**src/rtl/i2s_rx.sv**
```systemverilog
// I2S slave receiver: synchronises an external I2S bus into MasterCLK, assembles
// {left,right} frames (Philips one-bit delay) and queues them in a FWFT FIFO.
module i2s_rx #(
    parameter int SAMPLE_BITS = 16,
    parameter int SYNC_STAGES = 2,
    parameter int FIFO_DEPTH  = 4
) (
    input  logic                       MasterCLK,
    input  logic                       Reset,
    input  logic                       Enable,
    input  logic                       I2S_CLK,
    input  logic                       I2S_WS,
    input  logic                       I2S_DATA,
    output logic [2*SAMPLE_BITS-1:0]   OutputData,
    output logic                       OutputValid,
    input  logic                       OutputReady,
    output logic                       Overflow,
    output logic                       FrameError
);

    localparam int             AW   = $clog2(FIFO_DEPTH);
    localparam logic [5:0]     SB   = 6'(SAMPLE_BITS);
    localparam logic [AW:0]    FULL = (AW+1)'(FIFO_DEPTH);

    typedef enum logic [1:0] {IDLE, ALIGN, LEFT, RIGHT} state_t;

    state_t                    state;
    logic [SYNC_STAGES-1:0]    sck_sync, ws_sync, sd_sync;
    logic                      sck_prev, sck_rise, d_cap, w_cap, w_prev;
    logic [4:0]                bit_cnt;
    logic [SAMPLE_BITS-1:0]    shreg, left_word, word;
    logic                      boundary, keep_bit, short_word;
    logic                      frame_push;
    logic [2*SAMPLE_BITS-1:0]  frame_data;
    logic [2*SAMPLE_BITS-1:0]  mem [FIFO_DEPTH];
    logic [AW-1:0]             rd_ptr, wr_ptr;
    logic [AW:0]               count;
    logic                      pop, push_ok;

    // Strobe is registered so d_cap/w_cap line up with it one cycle after the synchronisers.
    always_ff @(posedge MasterCLK or posedge Reset) begin
        if (Reset) begin
            sck_sync <= '0;
            ws_sync  <= '0;
            sd_sync  <= '0;
            sck_prev <= 1'b0;
            sck_rise <= 1'b0;
            d_cap    <= 1'b0;
            w_cap    <= 1'b0;
        end else begin
            sck_sync <= {sck_sync[SYNC_STAGES-2:0], I2S_CLK};
            ws_sync  <= {ws_sync[SYNC_STAGES-2:0], I2S_WS};
            sd_sync  <= {sd_sync[SYNC_STAGES-2:0], I2S_DATA};
            sck_prev <= sck_sync[SYNC_STAGES-1];
            sck_rise <= sck_sync[SYNC_STAGES-1] & ~sck_prev;
            d_cap    <= sd_sync[SYNC_STAGES-1];
            w_cap    <= ws_sync[SYNC_STAGES-1];
        end
    end

    always_comb begin
        boundary   = (w_cap != w_prev);
        keep_bit   = ({1'b0, bit_cnt} < SB);
        word       = keep_bit ? {shreg[SAMPLE_BITS-2:0], d_cap} : shreg;
        short_word = (({1'b0, bit_cnt} + 6'd1) < SB);
    end

    always_ff @(posedge MasterCLK or posedge Reset) begin
        if (Reset) begin
            state      <= IDLE;
            w_prev     <= 1'b0;
            bit_cnt    <= '0;
            shreg      <= '0;
            left_word  <= '0;
            frame_push <= 1'b0;
            frame_data <= '0;
            FrameError <= 1'b0;
        end else begin
            frame_push <= 1'b0;
            FrameError <= 1'b0;
            if (sck_rise) begin
                w_prev <= w_cap;
                if (boundary) begin
                    bit_cnt <= '0;
                    shreg   <= '0;
                end else begin
                    shreg <= word;
                    if (bit_cnt != 5'd31)
                        bit_cnt <= bit_cnt + 5'd1;
                end
            end
            if (!Enable) begin
                state <= IDLE;
            end else begin
                case (state)
                    IDLE:  state <= ALIGN;
                    ALIGN: if (sck_rise && boundary && !w_cap) state <= LEFT;
                    LEFT: begin
                        if (sck_rise && boundary) begin
                            if (short_word) begin
                                FrameError <= 1'b1;
                                state      <= ALIGN;
                            end else begin
                                left_word <= word;
                                state     <= RIGHT;
                            end
                        end
                    end
                    RIGHT: begin
                        if (sck_rise && boundary) begin
                            if (short_word) begin
                                FrameError <= 1'b1;
                                state      <= ALIGN;
                            end else begin
                                frame_data <= {left_word, word};
                                frame_push <= 1'b1;
                                state      <= LEFT;
                            end
                        end
                    end
                    default: state <= IDLE;
                endcase
            end
        end
    end

    // A full FIFO still accepts a push when the head is popped in the same cycle.
    always_comb begin
        pop     = OutputValid && OutputReady;
        push_ok = frame_push && ((count != FULL) || pop);
    end

    always_ff @(posedge MasterCLK or posedge Reset) begin
        if (Reset) begin
            rd_ptr   <= '0;
            wr_ptr   <= '0;
            count    <= '0;
            Overflow <= 1'b0;
            for (int unsigned i = 0; i < FIFO_DEPTH; i++)
                mem[i] <= '0;
        end else if (!Enable) begin
            rd_ptr   <= '0;
            wr_ptr   <= '0;
            count    <= '0;
            Overflow <= 1'b0;
        end else begin
            if (push_ok) begin
                mem[wr_ptr] <= frame_data;
                wr_ptr      <= wr_ptr + 1'b1;
            end
            if (pop)
                rd_ptr <= rd_ptr + 1'b1;
            case ({push_ok, pop})
                2'b10:   count <= count + 1'b1;
                2'b01:   count <= count - 1'b1;
                default: count <= count;
            endcase
            if (frame_push && !push_ok)
                Overflow <= 1'b1;
        end
    end

    assign OutputData  = mem[rd_ptr];
    assign OutputValid = (count != '0);

endmodule
```
**config.mk**
```make
export PLATFORM = sky130hd
export DESIGN_NAME = i2s_rx
export DESIGN_NICKNAME = d
export VERILOG_FILES = /design/src/rtl/i2s_rx.sv
export SDC_FILE = /design/constraint.sdc
export NUM_CORES = 1
export LEC_CHECK = 0
export CAP_MARGIN = 20
export CORE_UTILIZATION = 50
export DETAILED_ROUTE_END_ITERATION = 10
export GPL_ROUTABILITY_DRIVEN = 1
export PLACE_DENSITY = 0.73
export SYNTH_ARGS = -nofsm -noshare
export SYNTH_HDL_FRONTEND = slang
export SYNTH_SLANG_ARGS = --single-unit
```
**constraint.sdc**
```tcl
create_clock -name MasterCLK -period 7.4 [get_ports MasterCLK]
set_input_delay 0.74 -clock MasterCLK [delete_from_list [all_inputs] [get_ports MasterCLK]]
set_output_delay 0.74 -clock MasterCLK [all_outputs]
set_load 0.02 [all_outputs]
```
==> results of run 1 <==
## final timing paths
path | startpoint | end | slack [ps] | cells past startpoint
min in group asynchronous | Reset | count[0]$_DFFE_PP0P_ | 860 | 2
min | sd_sync[1]$_DFF_PP0_ | d_cap$_DFF_PP0_ | 350 | 0
max reg2reg | bit_cnt[4]$_DFFE_PP0P_ | left_word[9]$_DFFE_PP0P_ | 4240 | 4
min reg2reg | sd_sync[1]$_DFF_PP0_ | d_cap$_DFF_PP0_ | 350 | 0
max | rd_ptr[0]$_DFFE_PP0P_ | OutputData[23] | 3750 | 3
max in group asynchronous | Reset | mem[45]$_DFFE_PP0P_ | 4980 | 3
## flip-flops by register name, summed over array words and instances (netlist names), 3 cells and up
register and flops:
bit_cnt 5, left_word 16, frame_data 32, mem 128, shreg 16, count 3
## Yosys cell counts (all sizes together)
master  count  area (µm²)
nand2      25        93.8
a41oi       2        17.5
mux2i       1        10.0
nand3b      1        7.51
dfrtp     220        5510
fa          1        20.0
and3        3        18.8
and3b       1        8.76
nor2        7        26.3
o21a        1        7.51
and4b       1        10.0
o211a       2        20.0
mux2      178        2040
a21boi      1        7.51
xor2        3        33.8
a41o        1        10.0
a211o       1        8.76
nand3      21         105
xnor2       5        43.8
and2        5        31.3
nor2b       5        31.3
a21oi       2        10.0
o21ai      38         190
nand4b      1        8.76
a22o        2        17.5
or2         1        6.26
nand2b      1        6.26
or3         2        12.5
o31a        1        8.76
inv        22        82.6
a311oi      1        8.76
or4b        1        10.0
nand4       1        12.5
buf        23         171
ha          6        75.1
o32ai       1        8.76
mux4       32         721
clkbuf     15        56.3
nor3b       2        20.0
## cell families (layout without fill, tap and decap cells)
family,count (synthesis),in the layout,synth area share
AO/OA/AOI/OAI,53,53,0.0332
XOR/XNOR,8,8,0.00818
adder cells (fa/ha/maj),7,7,0.0100
buffers and inverters,60,114,0.0327
flip-flops,220,220,0.580
multiplexers,211,211,0.292
AND/OR/NAND/NOR,78,78,0.0431
## layout by cell type, fill, tap and decap left out, types with 7 or more instances in the layout
master / count
clkdlybuf4s50_1: 41
buf_4: 9
inv_1: 21
mux2_4: 10
mux4_2: 32
o21ai_0: 38
nand3_1: 21
mux2_2: 167
nand2_1: 25
clkbuf_16: 23
nor2_1: 7
dfrtp_1: 219
## layer usage
metal	up-vias	part of all wire	track usage	wire [µm]
met5	-	0	0	0
met4	0	0.020	0.0468	354
met3	29	0.038	0.0310	694
met2	92	0.50	0.333	9060
met1	2808	0.44	0.269	7940
li1	2364	-	-	-
## stage by stage
| step | area [µm²] | setup WS, ps |
|---|---|---|
| after floorplan | 9490 | 639 |
| after global placement | 10000 | 3910 |
| after detailed placement | 10000 | 3830 |
| after CTS | 10800 | 3650 |
| after global routing | 10800 | 3570 |
| final | 10800 | 3750 |
## where the power goes
part | internal [W] | leakage (nW) | switching (W)
sequential | 0.00122 | 3.04 | 0.0000146
combinational | 0.0000222 | 1.81 | 0.0000518
clock | 0.000680 | 0.369 | 0.000458
total | 0.00192 | 5.22 | 0.000524
## critical path: cells and delay by family, from the launching register on
| family | cells | cell delay [ps] |
|---|---|---|
| buffers and inverters | 2 | 1050 |
| flip-flops | 1 | 750 |
| multiplexers | 1 | 590 |
## final cells by class
| cell class | count | area, µm² | share of cell area |
|---|---|---|---|
| Clock buffer | 31 | 646 | 0.0595 |
| Clock inverter | 9 | 101 | 0.00934 |
| Inverter | 22 | 90.1 | 0.00831 |
| Multi-Input combinational cell | 357 | 3680 | 0.339 |
| Sequential cell | 220 | 5510 | 0.508 |
| Tap cell | 234 | 293 | 0.0270 |
| Timing Repair Buffer | 52 | 533 | 0.0491 |
==> impl_metrics.env, run 1 <==
export IMPL_clk_pin_slew_ps=60
export IMPL_required_ps=6660
export IMPL_timing_final_crit_share=0.493
export IMPL_wl_per_cell_um=19.5
export IMPL_syn_num_nets=651
export IMPL_vias=5293
export IMPL_dieWidth_um=140
export IMPL_critPathKind="flip-flop to primary output"
export IMPL_fillers=1442
export IMPL_first_pass_iters=4
export IMPL_fin_setup_tns_ps=0
export IMPL_arrival_ps=2910
export IMPL_ir_worst_vdd_mv=0.172
export IMPL_globalRouteTotalUtil=0.197
export IMPL_die_area_mm2=0.0195
export IMPL_grt_max_degree=145
export IMPL_synth_seq_area_share=0.580
export IMPL_worst_slew_pin_slew_ps=1020
export IMPL_grt_pass1_wl_um=30600
export IMPL_num_antenna_cells=0
export IMPL_layout_cells_non_filler=925
export IMPL_final_hold_viol_count=0
export IMPL_hp_class="flip-flop to flip-flop"
export IMPL_start_util=0.509
export IMPL_post_cts_setup_buffer_count=0
export IMPL_rsz0062_at_grt="no"
export IMPL_power_leakage_nw=5.22
export IMPL_cts_tree="yes"
export IMPL_holdWs_ps=347
export IMPL_drc=0
export IMPL_htree_num_levels=1
export IMPL_finalMaxSlewViolations=0
export IMPL_ant_nets=0
export IMPL_postLayoutCoreUtil=0.582
export IMPL_finalNetCount=690
export IMPL_cp_max_fo=19
export IMPL_drive_above_1_share=0.379
export IMPL_die_h_um=140
export IMPL_total_power_w=0.00244
export IMPL_fin_worst_skew_ps=15.7
export IMPL_wl_um=18100
export IMPL_crit_chain="buf_4 > mux4_2 > clkdlybuf4s50_1"
export IMPL_io_pins=42
export IMPL_yosysWarnings=0
export IMPL_drt_iter0_drc=293
export IMPL_cts_sinks=220
export IMPL_cts_buffers=23
export IMPL_outcome="finished clean"
export IMPL_viasPerCell=5.72
export IMPL_critPathMaxStageDelay_ps=750
export IMPL_hold_buffers=0
export IMPL_relSlewSlack=0.319
export IMPL_syn_inst=637
export IMPL_syn_area_mm2=0.00949
export IMPL_placementRows=50
export IMPL_fmax_mhz=274
export IMPL_overflow=0
export IMPL_endpoint_kind="primary output"
export IMPL_insertion_delay_ps=510
export IMPL_area_delta_synth_final_pct=14.3
export IMPL_maxCapViolCount=0
export IMPL_power_density_mw_per_mm2=225
export IMPL_synth_seq_cells=220
export IMPL_antenna_found_initial=0
export IMPL_grt_pass1_vias=5775
export IMPL_cts_resized=0
export IMPL_synth_distinct_cells=46
export IMPL_root_buffer="clkbuf_16"
export IMPL_placed_cells=883
export IMPL_clock_path_buffers=3
export IMPL_cp_slowest_cell="dfrtp_2"
export IMPL_period_needed_ps=3650
export IMPL_setup_violations=0
export IMPL_cp_start_kind="flip-flop"
export IMPL_portBuffers=41
export IMPL_globalplace_congestion=0.759
export IMPL_avgSynthCellArea_um2=14.9
export IMPL_dp_hpwl_um=11000
export IMPL_design_core_area_mm2=0.0186
(Power assumes the default switching activity.)
==> run 2: changes to the inputs <==
Settings changed: PLACE_DENSITY 0.73 to 0.75.
Clock period 7.4 ns to 3.3 ns, I/O delays scaled along.
==> impl_metrics.env, run 2 (same netlist as run 1, synthesis figures left out) <==
export IMPL_cts_buffers=23
export IMPL_grt_max_degree=138
export IMPL_maxCapViolCount=0
export IMPL_finalMaxSlewViolations=0
export IMPL_relSlewSlack=0.458
export IMPL_insertion_delay_ps=510
export IMPL_clk_pin_slew_ps=60
export IMPL_hold_path_depth=1
export IMPL_overflow=0
export IMPL_globalplace_congestion=0.747
export IMPL_largestRegisters="mem x128, frame_data x32"
export IMPL_critPathMaxStageDelay_ps=860
export IMPL_placementRows=50
export IMPL_power_leakage_nw=5.23
export IMPL_final_cell_mix="219 x dfrtp_1, 167 x mux2_2, 41 x clkdlybuf4s50_1"
export IMPL_place_ws_ps=792
export IMPL_setup_violations=0
export IMPL_finalNetCount=696
export IMPL_grt_pass1_wl_um=30700
export IMPL_total_power_w=0.00544
export IMPL_whs_endpoint="sd_sync[0]$_DFF_PP0_"
export IMPL_globalRouteTotalUtil=0.197
export IMPL_critPathKind="flip-flop to primary output"
export IMPL_hp_start="I2S_DATA"
export IMPL_first_pass_iters=4
export IMPL_power_density_mw_per_mm2=500
export IMPL_fin_setup_tns_ps=0
export IMPL_wl_um=18200
export IMPL_die_area_mm2=0.0195
export IMPL_wl_per_cell_um=19.6
export IMPL_cts_sinks=220
export IMPL_hp_class="input pin to flip-flop"
export IMPL_dieWidth_um=140
export IMPL_vias=5319
export IMPL_drc=0
export IMPL_final_hold_viol_count=0
export IMPL_root_buffer="clkbuf_16"
export IMPL_period_needed_ps=2890
export IMPL_reg2reg_depth=7
export IMPL_crit_chain="buf_12 > mux4_2 > clkdlybuf4s50_1"
export IMPL_cts_resized=0
export IMPL_io_pins=42
export IMPL_cts_tree="yes"
export IMPL_htree_num_levels=1
export IMPL_layout_cells_non_filler=929
export IMPL_setup_ws_ps=408
export IMPL_r2r_end="left_word[8]$_DFFE_PP0P_"
export IMPL_drt_iter0_drc=299
export IMPL_worst_slew_pin_slew_ps=813
export IMPL_required_ps=2970
export IMPL_antenna_found_initial=0
export IMPL_outcome="finished clean"
export IMPL_final_common_cell="dfrtp_1"
export IMPL_portBuffers=41
export IMPL_cp_max_fo=20
export IMPL_cp_slowest_cell="dfrtp_1"
export IMPL_design_core_area_mm2=0.0186
export IMPL_r2r_slack_ps=760
export IMPL_clock_path_buffers=3
export IMPL_endpoint_kind="primary output"
export IMPL_dp_hpwl_um=11400
export IMPL_grt_pass1_vias=5781
export IMPL_hold_buffers=0
export IMPL_rr_startpoint="bit_cnt[0]$_DFFE_PP0P_"
export IMPL_start_util=0.509
export IMPL_fin_worst_skew_ps=8.92
export IMPL_ant_nets=0
export IMPL_startpoint="rd_ptr[1]$_DFFE_PP0P_"
export IMPL_placed_cells=891
export IMPL_drive_above_1_share=0.383
export IMPL_post_cts_setup_buffer_count=0
export IMPL_viasPerCell=5.73
export IMPL_holdWs_ps=266
export IMPL_top_register="mem"
export IMPL_ir_worst_vdd_mv=0.368
export IMPL_fmax_mhz=346
export IMPL_rsz0062_at_grt="no"
export IMPL_arrival_ps=2560
export IMPL_timing_final_crit_share=0.876
export IMPL_area_delta_synth_final_pct=14.7
export IMPL_num_antenna_cells=0
export IMPL_cp_start_kind="flip-flop"
export IMPL_die_h_um=140
export IMPL_largest_register_ff_count=128
[run 2: how the worst max path moves through the flow]
| stage | depth (start not counted) | slack (ps) | endpoint |
|---|---|---|---|
| after global routing | 3 | 300 | OutputData[7] |
| after global placement | 7 | 850 | left_word[9]$_DFFE_PP0P_ |
| after CTS | 3 | 380 | OutputData[7] |
| final | 3 | 410 | OutputData[27] |
| after detailed placement | 7 | 790 | left_word[8]$_DFFE_PP0P_ |
| after floorplan | 1 | 100 | FrameError$_DFF_PP0_ |
[run 2: layer usage]
metal  wire length (µm)  vias up  GRT usage
met4                340        0     0.0549
li1                   -     2385          -
met5                  0        -          0
met3                645       29     0.0327
met1               8040     2821      0.262
met2               9180       84      0.335
[run 2: power breakdown]
| group | internal (W) | leakage (nW) | switching [W] |
|---|---|---|---|
| clock network | 0.00149 | 0.358 | 0.00103 |
| registers | 0.00273 | 3.04 | 0.0000325 |
| logic | 0.0000509 | 1.83 | 0.000113 |
| total | 0.00427 | 5.23 | 0.00117 |
[run 2: final cells by class]
class / instances / area [µm²]
Clock buffer: 33 / 673
Multi-Input combinational cell: 357 / 3680
Fill cell: 1411 / 7760
Inverter: 22 / 86.3
Timing Repair Buffer: 58 / 588
Tap cell: 234 / 293
Clock inverter: 5 / 56.3
Sequential cell: 220 / 5510
[run 2: critical path: cells and delay by family (launching register included)]
kind                   cells  cell delay (ps)
flip-flops                 1              860
buffers and inverters      2              820
multiplexers               1              330
[run 2: metrics by stage]
stage                     area [µm²]   util
after floorplan                 9490      -
after global placement         10100  0.544
after detailed placement       10100  0.544
after CTS                      10900  0.584
after global routing           10900  0.584
final                          10900  0.584
==> run 3: changes to the inputs <==
Settings changed: REMOVE_ABC_BUFFERS from default to 1.
==> impl_metrics.env, run 3 (same netlist as run 1, synthesis figures left out) <==
export IMPL_antenna_found_initial=0
export IMPL_grtUsageMet3=0.0296
export IMPL_globalRouteTotalUtil=0.198
export IMPL_cts_tree="yes"
export IMPL_placementRows=50
export IMPL_dp_hpwl_um=11300
export IMPL_fin_worst_skew_ps=17.0
export IMPL_maxCapViolCount=0
export IMPL_design_core_area_mm2=0.0186
export IMPL_finalNetCount=699
export IMPL_wl_um=18200
export IMPL_dieWidth_um=140
export IMPL_start_util=0.509
export IMPL_outcome="finished clean"
export IMPL_worst_slew_pin_slew_ps=738
export IMPL_post_cts_setup_buffer_count=0
export IMPL_insertion_delay_ps=510
export IMPL_power_density_mw_per_mm2=502
export IMPL_cts_sinks=220
export IMPL_area_delta_synth_final_pct=15.4
export IMPL_fillers=1446
export IMPL_arrival_ps=2550
export IMPL_required_ps=2970
export IMPL_vias=5309
export IMPL_largest_register_ff_count=128
export IMPL_grt_pass1_wl_um=30700
export IMPL_drc=0
export IMPL_ir_worst_vdd_mv=0.327
export IMPL_io_pins=42
export IMPL_wl_per_cell_um=19.4
export IMPL_portBuffers=41
export IMPL_fmax_mhz=347
export IMPL_cp_start_kind="flip-flop"
export IMPL_num_antenna_cells=0
export IMPL_hp_class="input pin to flip-flop"
export IMPL_drive_above_1_share=0.382
export IMPL_top_register="mem"
export IMPL_rsz0062_at_grt="no"
export IMPL_ant_nets=0
export IMPL_cts_resized=0
export IMPL_power_leakage_nw=5.27
export IMPL_setup_violations=0
export IMPL_critPathKind="flip-flop to primary output"
export IMPL_holdWs_ps=256
export IMPL_met1_usage=0.259
export IMPL_root_buffer="clkbuf_16"
export IMPL_drt_iter0_drc=271
export IMPL_hold_buffers=0
export IMPL_postLayoutCoreUtil=0.587
export IMPL_timing_final_crit_share=0.874
export IMPL_first_pass_iters=4
export IMPL_globalplace_congestion=0.738
export IMPL_final_cell_mix="219 x dfrtp_1, 167 x mux2_2, 41 x clkdlybuf4s50_1"
export IMPL_period_needed_ps=2880
export IMPL_overflow=0
export IMPL_cts_buffers=24
export IMPL_endpoint_kind="primary output"
export IMPL_final_hold_viol_count=0
export IMPL_die_h_um=140
export IMPL_htree_num_levels=1
export IMPL_clk_pin_slew_ps=60
export IMPL_viasPerCell=5.67
export IMPL_cp_max_fo=11
export IMPL_finalMaxSlewViolations=0
export IMPL_grt_pass1_vias=5916
export IMPL_largestRegisters="mem x128, frame_data x32"
export IMPL_use_met2=0.344
export IMPL_fin_setup_tns_ps=0
export IMPL_top_usage_layer="met2"
export IMPL_die_area_mm2=0.0195
export IMPL_clock_path_buffers=3
export IMPL_grt_max_degree=102
export IMPL_relSlewSlack=0.508
export IMPL_final_common_cell="dfrtp_1"
## run 3: metal layers
layer / vias to the layer above / part of all wire
met2: 101 / 0.51
li1: 2382 / -
met1: 2791 / 0.43
met3: 35 / 0.036
met4: 0 / 0.023
met5: - / 0
## run 3: stage by stage
| stage | total power, W | area [µm²] | setup slack [ps] | instances |
|---|---|---|---|---|
| 6_report | 0.00550 | 10900 | 416 | 936 |
| 4_1_cts | 0.00556 | 10900 | 358 | 936 |
| 2_1_floorplan | 0.00291 | 9260 | -3050 | 599 |
| 5_1_grt | 0.00570 | 10900 | 303 | 936 |
| 3_3_place_gp | 0.00296 | 10200 | 788 | 893 |
| 3_5_place_dp | 0.00298 | 10200 | 710 | 893 |
## run 3: layout make-up
cell class / count / area (µm²) / area share
Sequential cell: 220 / 5510 / 0.503
Clock buffer: 37 / 701 / 0.0640
Inverter: 22 / 90.1 / 0.00823
Multi-Input combinational cell: 357 / 3680 / 0.336
Timing Repair Buffer: 60 / 616 / 0.0562
Clock inverter: 6 / 63.8 / 0.00583
Tap cell: 234 / 293 / 0.0267
## run 3: critical path, stage by stage (launching register included)
cell and delay (ps):
dfrtp_2 570, buf_4 340, mux4_2 550, clkdlybuf4s50_1 560
## run 3: path summary, 6_finish.rpt
| path | end | slack, ps | cells past startpoint | start |
|---|---|---|---|---|
| worst min register to register | ws_sync[1]$_DFF_PP0_ | 350 | 0 | ws_sync[0]$_DFF_PP0_ |
| worst max register to register | left_word[9]$_DFFE_PP0P_ | 720 | 7 | bit_cnt[0]$_DFFE_PP0P_ |
| worst max-delay path | OutputData[2] | 420 | 3 | rd_ptr[0]$_DFFE_PP0P_ |
| min in group asynchronous | mem[55]$_DFFE_PP0P_ | 330 | 2 | Reset |
| worst min-delay path | sck_sync[0]$_DFF_PP0_ | 260 | 1 | I2S_CLK |
| max in group asynchronous | frame_data[21]$_DFFE_PP0P_ | 2190 | 3 | Reset |
## run 3: report_power, final
part | total, W | switching (W) | internal [W]
logic | 0.000167 | 0.000114 | 0.0000523
registers | 0.00276 | 0.0000331 | 0.00273
clock network | 0.00257 | 0.00103 | 0.00154
total | 0.00550 | 0.00117 | 0.00432
